`src/rtl/dmem_arbiter.sv`:
```
// dmem_arbiter: two-master round-robin arbiter with bounded burst lock in front of a single-port data memory.
// Optional grant statistics counters are built when DMEM_ARB_STATS_EN is defined.
module dmem_arbiter #(
  parameter int ADDR_W    = 32,
  parameter int DATA_W    = 32,
  parameter int MAX_BURST = 4
`ifdef DMEM_ARB_STATS_EN
  , parameter int STAT_W  = 16
`endif
) (
  input  logic              clk_i,
  input  logic              rst_ni,
  input  logic              req0_i,
  input  logic              req1_i,
  input  logic              we0_i,
  input  logic              we1_i,
  input  logic [ADDR_W-1:0] addr0_i,
  input  logic [ADDR_W-1:0] addr1_i,
  input  logic [DATA_W-1:0] wd0_i,
  input  logic [DATA_W-1:0] wd1_i,
  output logic              gnt0_o,
  output logic              gnt1_o,
  output logic [DATA_W-1:0] rdata_o,
  output logic              mem_we_o,
  output logic [ADDR_W-1:0] mem_addr_o,
  output logic [DATA_W-1:0] mem_wd_o,
`ifdef DMEM_ARB_STATS_EN
  output logic [STAT_W-1:0] grant_cnt0_o,
  output logic [STAT_W-1:0] grant_cnt1_o,
`endif
  input  logic [DATA_W-1:0] mem_rd_i
);
  typedef enum logic [1:0] {IDLE, OWN0, OWN1} state_e;
  localparam int BW = MAX_BURST > 1 ? $clog2(MAX_BURST) : 1;
  localparam logic [BW-1:0] BURST_LAST = BW'(MAX_BURST - 1);
  state_e state_q, state_d, other;
  logic [BW-1:0] burst_q, burst_d;
  logic last_q, last_d, own_req, oth_req;
  // State register: last starts at 1 so master 0 wins the first contended grant
  always_ff @(posedge clk_i or negedge rst_ni) begin
    if (!rst_ni) begin
      state_q <= IDLE;
      burst_q <= '0;
      last_q  <= 1'b1;
    end else begin
      state_q <= state_d;
      burst_q <= burst_d;
      last_q  <= last_d;
    end
  end
  // Next state: burst_cnt only advances under contention and forces handover at its limit
  always_comb begin
    own_req = state_q == OWN1 ? req1_i : req0_i;
    oth_req = state_q == OWN1 ? req0_i : req1_i;
    other   = state_q == OWN0 ? OWN1 : OWN0;
    state_d = state_q;
    burst_d = '0;
    if (state_q == IDLE)
      state_d = req0_i && (!req1_i || last_q) ? OWN0 : req1_i ? OWN1 : IDLE;
    else if (!own_req)
      state_d = oth_req ? other : IDLE;
    else if (oth_req && burst_q == BURST_LAST)
      state_d = other;
    else if (oth_req)
      burst_d = burst_q + 1'b1;
    last_d = state_d == OWN0 ? 1'b0 : state_d == OWN1 ? 1'b1 : last_q;
  end
  // Outputs: grant and memory mux are combinational from state, so reset clears them at once
  always_comb begin
    gnt0_o     = state_q == OWN0 && req0_i;
    gnt1_o     = state_q == OWN1 && req1_i;
    mem_we_o   = (gnt0_o && we0_i) || (gnt1_o && we1_i);
    mem_addr_o = gnt0_o ? addr0_i : gnt1_o ? addr1_i : '0;
    mem_wd_o   = gnt0_o ? wd0_i : gnt1_o ? wd1_i : '0;
    rdata_o    = mem_rd_i;
  end
`ifdef DMEM_ARB_STATS_EN
  // Saturating per-master granted-cycle counters
  always_ff @(posedge clk_i or negedge rst_ni) begin
    if (!rst_ni) begin
      grant_cnt0_o <= '0;
      grant_cnt1_o <= '0;
    end else begin
      if (gnt0_o && !(&grant_cnt0_o)) grant_cnt0_o <= grant_cnt0_o + 1'b1;
      if (gnt1_o && !(&grant_cnt1_o)) grant_cnt1_o <= grant_cnt1_o + 1'b1;
    end
  end
`else
  // Statistics disabled: no counter state is built and arbitration is unchanged.
`endif
endmodule

```
`config.mk`:
```
export PLATFORM = sky130hd
export DESIGN_NAME = dmem_arbiter
export DESIGN_NICKNAME = d
export VERILOG_FILES = /design/src/rtl/dmem_arbiter.sv
export SDC_FILE = /design/constraint.sdc
export NUM_CORES = 1
export LEC_CHECK = 0
export ABC_AREA = 1
export CORE_AREA = 5 5 100 102
export CTS_BUF_LIST = sky130_fd_sc_hd__clkbuf_16
export CTS_CLUSTER_DIAMETER = 80
export DETAILED_ROUTE_END_ITERATION = 16
export DIE_AREA = 0 0 105 107
export HOLD_SLACK_MARGIN = 0.02
export PLACE_DENSITY = 0.67
export SYNTH_ARGS = -nofsm -noshare
export SYNTH_HDL_FRONTEND = slang
export SYNTH_SLANG_ARGS = --single-unit
```
`constraint.sdc`:
```
create_clock -name clk_i -period 2.08 [get_ports clk_i]
set_input_delay 0.52 -clock clk_i [delete_from_list [all_inputs] [get_ports clk_i]]
set_output_delay 0.52 -clock clk_i [all_outputs]
set_load 0.1 [all_outputs]
```
==> results of run 1 <==
-- area by class of cell --
type / count / share of cell area, %
Clock inverter: 1 / 0.07440
Timing Repair Buffer: 240 / 65.82
Tap cell: 111 / 2.753
Multi-Input combinational cell: 104 / 26.39
Sequential cell: 5 / 2.530
Inverter: 12 / 0.9425
Clock buffer: 3 / 1.488
-- critical path: stages, from the launching register on --
cell and delay (ps):
dfrtp_2 440, nor2_4 130, inv_2 60, nor2_4 140
buf_12 160, buf_12 140, a22o_4 170, buf_12 170
-- how the worst max path moves through the flow --
stage | from | to | cells past startpoint
4_1_cts | register | mem_addr_o[10] | 9
2_1_floorplan | state_q[1]$_DFF_PN0_ | mem_wd_o[12] | 5
6_report | state_q[1]$_DFF_PN0_ | mem_wd_o[23] | 7
3_3_place_gp | req0_i | mem_wd_o[23] | 6
3_5_place_dp | req0_i | mem_wd_o[27] | 6
5_1_grt | state_q[1]$_DFF_PN0_ | mem_wd_o[23] | 7
-- cells by family after synthesis --
group	after synthesis	share of synthesized area, %
fa+ha+maj	2	1.894
buf+inv	58	31.63
flops	5	9.565
simple gates	35	13.07
compound gates	67	43.84
-- what timing repair did --
action | CTS | global route
gates cloned | 6 | 10
pin swaps | 6 | 4
hold buffers | 0 | 0
endpoints found under the hold margin | 0 | 0
buffers inserted | 12 | 2
endpoints found under the setup margin | 67 | 67
resized for setup | 47 | 30
-- synthesized netlist by cell type (2+ instances only) --
library cell   n
a22o_1        65
buf_4         32
nand2_1       16
buf_6         10
nand3_1        7
inv_1          6
inv_2          6
buf_2          4
dfrtp_1        4
nor2_1         3
nor2_2         3
ha_1           2
nand2_2        2
-- through the flow --
step                      std cells  power [mW]  hold slack, ps  cell area (um^2)  worst slack (ps)
after floorplan                 167       3.734           224.4              1470            -148.6
after global placement          444       5.391           425.5              4049            -365.5
after detailed placement        444       5.437           429.9              4049            -358.8
after CTS                       465       6.286           433.8              4644            -73.14
after global routing            476       6.895           445.7              5045            -142.8
final                           476       6.697           426.9              5045            -76.75
-- per-layer routing --
metal | wire [um] | global-route usage [%]
met5 | 0 | 0
met4 | 77 | 1.461
met3 | 1034 | 6.442
met2 | 6031 | 31.70
met1 | 4578 | 21.02
-- power breakdown --
part | leakage [nW] | internal [mW] | total, mW | switching (mW)
logic | 2.12 | 2.63 | 6.21 | 3.59
clock network | 0.0423 | 0.248 | 0.301 | 0.0535
registers | 0.0612 | 0.148 | 0.183 | 0.0346
total | 2.23 | 3.02 | 6.70 | 3.67
==> impl_metrics.ini, run 1 <==
[flow_run]
cap_viol_max_count = 0

[critical_path]
start_kind = register
worstReg2RegEnd = last_q$_DFFE_PN1P_
criticalPathCategory = reg -> out
end_kind = primary output
cp_max_fo = 8
r2r_slack_ps = 240
worstPathRequired_ps = 1560
critical_path_arrival_ps = 1640
rr_worst_depth = 12

[worst_hold_path]
hold_depth = 1
hold_class = reg -> reg
hold_path_end = burst_q[0]$_DFF_PN0_
hold_start = burst_q[0]$_DFF_PN0_

[detailed_routing]
first_iter_violations = 64
wl_per_cell_um = 24.62
drt_wl_total_mm = 11.72
drtPass1Iterations = 4
vias = 2176
drc_errors = 0
drtAntennaViolNets = 0
vias_per_cell = 4.571

[synth]
synth-edff-count = 0
synth_ff_type = dfrtp_1
synth.net_count = 335
syn_area_per_cell_um2 = 7.912
syn-cell-area_um2 = 1321
yosys.cell_types.count = 20
yosysSeqAreaShare_pct = 9.564
yosysTopAreaCell = a22o_1
async_flop_share_pct = 100.0
netlist_top_cells_area = a22o_1, buf_4, buf_6, dfrtp_1, nand2_1
ys_ff_latch = 5
syn_inst = 167
yosys_warnings = 0
synth.top_cell.area_share_pct = 43.09

[sta]
slew_headroom_pct = 82.68
report.final.slew_viol_count = 0
fin_crit_sh_pct = 103.7
fmaxAchievable_mhz = 463.7
rsz0062_at_grt = true
worst_slew_pin_slew_ps = 258.8
finalHoldViolCount = 0
worst_slack_ps = -76.75
setup_violations = 65
fin_worst_skew_ps = 0.7417
tns_ps = -3388
fin_crit_ps = 2157

[cts]
cts_tree = yes
clkTransAtPathRegs_ps = 30
clock-root-buffer = clkbuf_16
htree_levels = 1
clk_path_buf_depth = 2
cts_buffers = 3
cts.sinks = 5
clk_latency_ps = 220

[power]
vdd.ir_drop.worst_mv = 0.8894
power.density_cell_area_nw_per_um2 = 1328
leakage_nw = 2.228

[place]
dp_hpwl_mm = 8.268
gp_congestion = 0.8103
portBuffers = 200

[finish]
multi_input_area_um2 = 1331
diodes = 0
syn2layout_area_growth_pct = 281.8
layout-drive-gt1-share_pct = 52.33
final_cell_mix = clkdlybuf4s50_1, buf_12, a22o_4
layout_commonest_cell = clkdlybuf4s50_1
seqCellArea_um2 = 127.6
fillers = 718
final_util_pct = 55.92
fin_nets = 534

[grt]
grtUsageTotal_pct = 17.71
grt_pass1_wl_mm = 15.23
antenna_found_initial = 0
grt_pass1_vias = 2318
grt_max_degree = 19
overflow = 0

[floorplanning]
initial_utilization_pct = 14.65
die_area_um2 = 11240
core_um2 = 9021
io_pins = 265
die_y_um = 107
fp.dieW_um = 105
core.rowCount = 35

[status]
violations = setup timing
status = finished with violations
Note: power is estimated with default switching activity, not from simulation.
==> run 2, diff against run 1 <==
--- a/config.mk
+++ b/config.mk
@@ -13,6 +13,7 @@
 export DIE_AREA = 0 0 105 107
 export HOLD_SLACK_MARGIN = 0.02
 export PLACE_DENSITY = 0.67
+export SETUP_SLACK_MARGIN = 0.3
 export SYNTH_ARGS = -nofsm -noshare
 export SYNTH_HDL_FRONTEND = slang
 export SYNTH_SLANG_ARGS = --single-unit
==> run 2 against run 1 <==
  * Highest routed layer unchanged
  * Critical path depth increased by 2
  * The flow still finishes with violations (setup timing)
  * Largest power group unchanged
  * Combinational power increased by 4.2%
  * Critical endpoint is now mem_addr_o[30]
  * Sequential power grew 4%
==> impl_metrics.ini, run 2 (synthesized netlist as in run 1, its figures left out) <==
[status]
status = finished with violations
violations = setup timing

[sta]
tns_ps = -6891
rsz0062_at_grt = true
fin_crit_ps = 2220
slew_headroom_pct = 84.59
finalHoldViolCount = 0
setup_violations = 66
fin_worst_skew_ps = 1.133
worst_slack_ps = -140.0
fmaxAchievable_mhz = 450.4
worst_slew_pin_slew_ps = 230.4
fin_crit_sh_pct = 106.7
report.final.slew_viol_count = 0

[cts]
htree_levels = 1
cts_tree = yes
cts_buffers = 3
postCtsHoldBufs = 0
clock-root-buffer = clkbuf_16
clk_path_buf_depth = 2
cts.sinks = 5
clk_latency_ps = 230
clkTransAtPathRegs_ps = 30

[place]
place_ws_ps = -319.6
gp_congestion = 0.8334
portBuffers = 200
dp_hpwl_mm = 7.661
placed_cell_area_um2 = 4410

[detailed_routing]
drtAntennaViolNets = 0
vias = 2203
vias_per_cell = 4.618
drt_wl_total_mm = 10.46
drtPass1Iterations = 3
drc_errors = 0
wl_per_cell_um = 21.92
first_iter_violations = 53

[grt]
grtUsageTotal_pct = 16.32
antenna_found_initial = 0
grt_max_degree = 31
grt_pass1_wl_mm = 14.30
overflow = 0
grt_pass1_vias = 2329

[critical_path]
crit_path_top_delay_cell = dfrtp_1
crit_path_frequent_cell = buf_12
worstPathRequired_ps = 1560
criticalPathCategory = reg -> out
cp_num_buf_inv = 6
cp_max_fo = 4
cp_top_family = buffers and inverters
end_kind = primary output
crit_chain = inv_2 -> nor2_4 -> inv_2 -> nor2_4 -> buf_12 -> buf_12 -> clkbuf_16 -> a22o_4 -> buf_12
critical_path_arrival_ps = 1700
slowest_delay_ps = 380
start_kind = register

[floorplanning]
fp.dieW_um = 105
die_area_um2 = 11240
initial_utilization_pct = 14.65
io_pins = 265
core_um2 = 9021
core.rowCount = 35
die_y_um = 107

[power]
leakage_nw = 2.289
vdd.ir_drop.worst_mv = 0.8525
power.density_cell_area_nw_per_um2 = 1339

[finish]
final_cell_mix = clkdlybuf4s50_1, buf_12, a22o_4
diodes = 0
fin_nets = 535
multi_input_area_um2 = 1464
layout_commonest_cell = clkdlybuf4s50_1
final_util_pct = 57.71
seqCellArea_um2 = 127.6
syn2layout_area_growth_pct = 294.0
fillers = 720
post-route-cell-area_um2 = 5206
layout-drive-gt1-share_pct = 57.38

[flow_run]
cap_viol_max_count = 0

[worst_hold_path]
hold_class = reg -> reg
-- run 2: cell count changes in the layout (fill, tap and decap cells not counted), sizes merged --
cell,change
dlygate4sd2,+1
clkdlybuf4s15,-1
clkbuf,-1
buf,+2
-- run 2: final cells by class --
| class | instances | share of cell area (%) |
|---|---|---|
| clock inverter | 1 | 0.07210 |
| tap | 111 | 2.668 |
| multi-input combinational | 104 | 28.12 |
| sequential | 5 | 2.451 |
| clock buffer | 3 | 1.442 |
| timing repair buffer | 241 | 64.24 |
| inverter | 12 | 1.009 |
-- run 2: metrics by stage --
step                      total power [mW]  hold slack (ps)  instances
final                                6.973            437.4        477
after CTS                            6.588            444.6        469
after global placement               5.635            423.0        446
after global routing                 7.192            457.4        477
after floorplan                      4.038            224.4        167
after detailed placement             5.700            437.4        446
-- run 2: routing by layer --
metal / global-route usage, % / routed length (um) / up-vias / share of wire [%]
met2: 32.46 / 5950 / 125 / 57
met4: 3.105 / 166 / 0 / 1.6
met1: 15.89 / 3417 / 1058 / 33
met5: 0 / 0 / - / 0
met3: 6.201 / 923 / 20 / 8.8
li1: - / - / 1000 / -
-- run 2: power by group --
| part | total, mW | internal (mW) | switching [mW] |
|---|---|---|---|
| combinational | 6.47 | 2.81 | 3.67 |
| clock | 0.308 | 0.249 | 0.0597 |
| sequential | 0.191 | 0.149 | 0.0423 |
-- run 2: path summary, 6_finish.rpt --
check	start	end	slack (ps)	depth (start not counted)
worst max register to register	register	last_q$_DFFE_PN1P_	310	14
worst min register to register	burst_q[0]$_DFF_PN0_	burst_q[0]$_DFF_PN0_	440	1
worst max-delay path	register	mem_addr_o[30]	-140	9
min in group asynchronous	rst_ni	burst_q[1]$_DFF_PN0_	520	1
max in group asynchronous	rst_ni	last_q$_DFFE_PN1P_	1310	1
worst min-delay path	burst_q[0]$_DFF_PN0_	burst_q[0]$_DFF_PN0_	440	1
-- run 2: timing repair --
item	4_1_cts	5_1_grt
resized for setup	33	30
gates cloned	6	6
pin swaps	14	17
setup buffers	13	2
setup endpoints to repair	68	68
==> run 3, diff against run 2 <==
--- a/config.mk
+++ b/config.mk
@@ -14,6 +14,7 @@
 export HOLD_SLACK_MARGIN = 0.02
 export PLACE_DENSITY = 0.67
 export SETUP_SLACK_MARGIN = 0.3
+export SLEW_MARGIN = 20
 export SYNTH_ARGS = -nofsm -noshare
 export SYNTH_HDL_FRONTEND = slang
 export SYNTH_SLANG_ARGS = --single-unit
==> results of run 3 <==
No change in the layout: final DEF, timing and power equal those of run 2.
